## src/rtl/mux_arb_n.sv

```systemverilog
// N-channel registered multiplexer with static select or round-robin arbitration.
// One-cycle latency; lock holds a round-robin grant while its request stays high.
module mux_arb_n #(
  parameter int unsigned SIGNAL_WIDTH = 8,
  parameter int unsigned NUM_CH       = 8,
  parameter int unsigned SEL_WIDTH    = 3,
  parameter int unsigned ARB_MODE     = 0
) (
  input  logic                           clk,
  input  logic                           rst,
  input  logic [NUM_CH*SIGNAL_WIDTH-1:0] in_flat,
  input  logic [NUM_CH-1:0]              req,
  input  logic [SEL_WIDTH-1:0]           selector,
  input  logic                           en,
  input  logic                           lock,
  output logic [SIGNAL_WIDTH-1:0]        out,
  output logic                           out_valid,
  output logic [NUM_CH-1:0]              grant,
  output logic [SEL_WIDTH-1:0]           grant_idx
);

  typedef enum logic [2:0] {
    D_HOLD,
    D_SELECT,
    D_BAD_SEL,
    D_LOCKED,
    D_ARBITRATE,
    D_IDLE
  } decision_e;

  decision_e                decision;
  logic [SIGNAL_WIDTH-1:0]  ch [NUM_CH];
  logic [SEL_WIDTH-1:0]     ptr;
  logic [SEL_WIDTH-1:0]     ptr_nxt;
  logic [SEL_WIDTH-1:0]     pick;
  logic [SEL_WIDTH-1:0]     cand;
  logic [SEL_WIDTH-1:0]     rr_win;
  logic                     rr_found;
  logic [SIGNAL_WIDTH-1:0]  out_nxt;
  logic                     valid_nxt;
  logic [NUM_CH-1:0]        grant_nxt;
  logic [SEL_WIDTH-1:0]     idx_nxt;

  for (genvar k = 0; k < NUM_CH; k++) begin : g_unpack
    assign ch[k] = in_flat[k*SIGNAL_WIDTH +: SIGNAL_WIDTH];
  end

  // Rotating-priority search: starts just after the last winner, ends on it.
  always_comb begin
    rr_found = 1'b0;
    rr_win   = ptr;
    cand     = '0;
    for (int unsigned i = 1; i <= NUM_CH; i++) begin
      cand = SEL_WIDTH'((32'(ptr) + i) % NUM_CH);
      if (!rr_found && req[cand]) begin
        rr_found = 1'b1;
        rr_win   = cand;
      end
    end
  end

  // Per-cycle decision and the next register values it implies.
  always_comb begin
    decision  = D_HOLD;
    pick      = grant_idx;
    out_nxt   = out;
    valid_nxt = 1'b0;
    grant_nxt = '0;
    idx_nxt   = grant_idx;
    ptr_nxt   = ptr;

    if (!en) begin
      decision = D_HOLD;
    end else if (ARB_MODE == 0) begin
      pick     = selector;
      decision = (32'(selector) < NUM_CH) ? D_SELECT : D_BAD_SEL;
    end else if (lock && (grant != '0) && req[grant_idx]) begin
      decision = D_LOCKED;
      pick     = grant_idx;
    end else if (rr_found) begin
      decision = D_ARBITRATE;
      pick     = rr_win;
    end else begin
      decision = D_IDLE;
    end

    case (decision)
      D_SELECT: begin
        out_nxt   = ch[pick];
        valid_nxt = 1'b1;
        grant_nxt = NUM_CH'(1) << pick;
        idx_nxt   = pick;
      end
      D_BAD_SEL: begin
        out_nxt = '0;
      end
      D_LOCKED: begin
        out_nxt   = ch[pick];
        valid_nxt = 1'b1;
        grant_nxt = grant;
      end
      D_ARBITRATE: begin
        out_nxt   = ch[pick];
        valid_nxt = 1'b1;
        grant_nxt = NUM_CH'(1) << pick;
        idx_nxt   = pick;
        ptr_nxt   = pick;
      end
      default: ;
    endcase
  end

  always_ff @(posedge clk) begin
    if (rst) begin
      out       <= '0;
      out_valid <= 1'b0;
      grant     <= '0;
      grant_idx <= '0;
      ptr       <= SEL_WIDTH'(NUM_CH - 1);
    end else begin
      out       <= out_nxt;
      out_valid <= valid_nxt;
      grant     <= grant_nxt;
      grant_idx <= idx_nxt;
      ptr       <= ptr_nxt;
    end
  end

endmodule

```

## config.mk

```make
export PLATFORM = sky130hd
export DESIGN_NAME = mux_arb_n
export DESIGN_NICKNAME = d
export VERILOG_FILES = /design/src/rtl/mux_arb_n.sv
export SDC_FILE = /design/constraint.sdc
export NUM_CORES = 1
export LEC_CHECK = 0
export CELL_PAD_IN_SITES_DETAIL_PLACEMENT = 1
export CELL_PAD_IN_SITES_GLOBAL_PLACEMENT = 2
export CORE_MARGIN = 1.5
export CORE_UTILIZATION = 20
export DETAILED_ROUTE_END_ITERATION = 10
export PLACE_DENSITY = 0.92
export RECOVER_POWER = 100
export SYNTH_ARGS = -nofsm -noshare
export SYNTH_HDL_FRONTEND = slang
export SYNTH_SLANG_ARGS = --single-unit
```

## constraint.sdc

```tcl
create_clock -name clk -period 3.22 [get_ports clk]
set_clock_uncertainty 0.1 [all_clocks]
set_input_delay 0.322 -clock clk [delete_from_list [all_inputs] [get_ports clk]]
set_output_delay 0.322 -clock clk [all_outputs]
set_load 0.02 [all_outputs]
```

==> flow_summary.yaml <==
run_status:
  status: "completed"
grt:
  overflow: 0
  first_global_vias: 1726
  antenna_found_initial: 0
  grt_pass1_wl_mm: 8.56
  grt_use_total_pct: 14.3
  grt_max_degree: 25
timing:
  hold_viol: 0
  period_minus_slack_ns: 2.60
  fin_crit_sh_pct: 80.6
  finalSetupTns_ns: 0
  rsz0062_at_grt: "no"
  maxSlewViolCount: 0
  slew_headroom_pct: 46.6
  finalSetupViolCount: 0
  tightest_slew_ns: 0.779
  worst_slack_ns: 0.625
  fmax_ghz: 0.385
  timing.hold.ws_ns: 0.338
pwr:
  leakagePower_nw: 0.961
  power_density_mw_per_mm2: 324
  vdd_drop_max_v: 0.000123
yosys:
  synthXorXnorAreaFrac_pct: 0
  synth-edff-count: 0
  yosys.cell_types.count: 45
  syn_area_per_cell_sq_um: 8.81
  netlist_top_cells_area: "dfxtp_1, mux2i_1, a21oi_1"
  synthArstFlopShare_pct: 0
  ys.flop_type: "dfxtp_1"
  synth_mux_area_share_pct: 16.0
  synthSimpleGateAreaFrac_pct: 21.5
  synth_compound_area_share_pct: 28.0
  synth_top_family_by_area: "compound AO/OA/AOI/OAI gates"
  yosysSeqAreaShare_pct: 27.4
  synthAdderAreaFrac_pct: 0
  synth_top_area_share_pct: 27.4
  syn-num-nets: 245
  synth_area_leader_cell: "dfxtp_1"
  ys_top_cells_by_count: "dfxtp_1, a21oi_1, nand2_1"
  yosysMostFrequentCell: "dfxtp_1"
  yosys_register_bits: 20
  ys_warn_count: 0
  syn_area_sq_mm: 0.00146
  synth_cells: 166
critical_path:
  ff2ff_setup_slack_ns: 0.94
  critPathKind: "primary input to flop"
  arrival_ns: 2.66
  critical_path.max_stage_delay_ns: 0.71
  critPathBufInv: 2
  worstPathCellList: "dlygate4sd3_1 -> buf_4 -> mux2i_1 -> mux4_2 -> o21ai_0 -> nand2_1"
  critPathMaxFanout: 24
  cp_data_required_time_ns: 3.28
  crit_slowest_cell: "mux2i_1"
  critPathCaptureType: "flop"
  crit_family: "multiplexers"
  start_kind: "primary input"
floorplanning:
  dieArea_sq_mm: 0.00783
  die_x_microns: 88.5
  rows: 30
  core_sq_mm: 0.00694
  chipHeight_microns: 88.5
  ios: 99
  initial_core_util_pct: 21.1
clocking:
  clkSlewWorstSetupHoldPaths_ns: 0.08
  htreeDepth: 1
  clock-sinks: 20
  post_cts_resized: 0
  ctsHoldBuffers: 0
  clock_path_buffers: 2
  cts_tree: "done"
  root_buffer: "clkbuf_8"
  clock_latency_ns: 0.27
  post_cts_buffers: 0
  numCtsBuffers: 3
placed_design:
  io_buffer_count: 89
  dp_cells: 343
  gp_congestion: 0.831
  dp_hpwl_mm: 4.49
  pre_cts_ws_ns: 0.606
final_layout:
  fin_nets: 331
  fin_util_pct: 35.5
  fin_cells: 347
  areaGrowthSynthToFinish_pct: 68.8
  antennaDiodeCount: 0
  drive_gt1_share_pct: 7.57
routing:
  first_pass_iters: 4
  wire_per_inst_microns: 16.3
  post_drt_via_cell_ratio: 4.82
  vias: 1671
  drt_wl_total_mm: 5.65
  drtIter0Drc: 71
  ant_nets: 0
  drc: 0
min_path:
  worstHoldPathType: "flop to flop"
flow_run:
  cap_violations: 0
area by class of cell:
class	count	area [sq um]
fillers	821	4480
multi-input cells	129	937
repair buffers	93	921
flip-flops and latches	20	400
well taps	96	120
clock buffers	3	41.3
clock inverters	1	30.0
inverters	5	18.8
through the flow:
stage	power [mW]	cell area, sq um
2_1_floorplan	0.408	1460
3_3_place_gp	0.546	2420
3_5_place_dp	0.549	2420
4_1_cts	0.814	2490
5_1_grt	0.842	2470
6_report	0.800	2470
path summary, 6_finish.rpt:
check / cells past startpoint / startpoint / end
worst max-delay path: 6 / en / out[7]
worst max register to register: 5 / grant_idx[1] / out[6]
worst min-delay path: 2 / out[7] / out[7]
worst min register to register: 2 / out[7] / out[7]
report_power, final:
part | total [mW] | switching (mW) | leakage (nW) | internal (mW)
combinational | 0.260 | 0.113 | 0.761 | 0.147
clock | 0.268 | 0.102 | 0.0357 | 0.166
sequential | 0.272 | 0.0115 | 0.164 | 0.261
total | 0.800 | 0.226 | 0.961 | 0.574
metal layers:
layer / global-route usage, % / up-vias / routed length [microns]
met2: 26.0 / 59 / 2730
met5: 0 / - / 0
met4: 3.84 / 0 / 71
met1: 16.9 / 796 / 2390
met3: 3.36 / 8 / 463
li1: - / 808 / -
flip-flops by register name, indices dropped and copies added (netlist names):
register	count
grant	8
grant_idx	3
out	8
out_valid	1
logic make-up after synthesis:
kind of cell / count (synthesis)
and+or+nand+nor: 57
DFF: 20
buffers and inverters: 17
muxes: 19
AOI/OAI and AO/OA: 53
cells in the final DEF, fill, tap and decap left out, types with 4 or more instances in the layout:
| cell | n |
|---|---|
| nor2_1 | 14 |
| a221oi_1 | 4 |
| nand2b_1 | 4 |
| dlygate4sd3_1 | 22 |
| inv_1 | 5 |
| o21ai_0 | 6 |
| mux2i_1 | 14 |
| nand2_1 | 15 |
| nor3b_1 | 4 |
| o221ai_1 | 4 |
| dfxtp_1 | 20 |
| a21oi_1 | 16 |
| buf_4 | 4 |
| clkdlybuf4s50_1 | 67 |
worst reg2reg max path, delay by kind of cell (launching register included):
family,cells,cell delay [ns]
compound gates,3,0.83
simple gates,2,0.56
flops,1,0.68
Note: power is estimated with default switching activity, not from simulation.
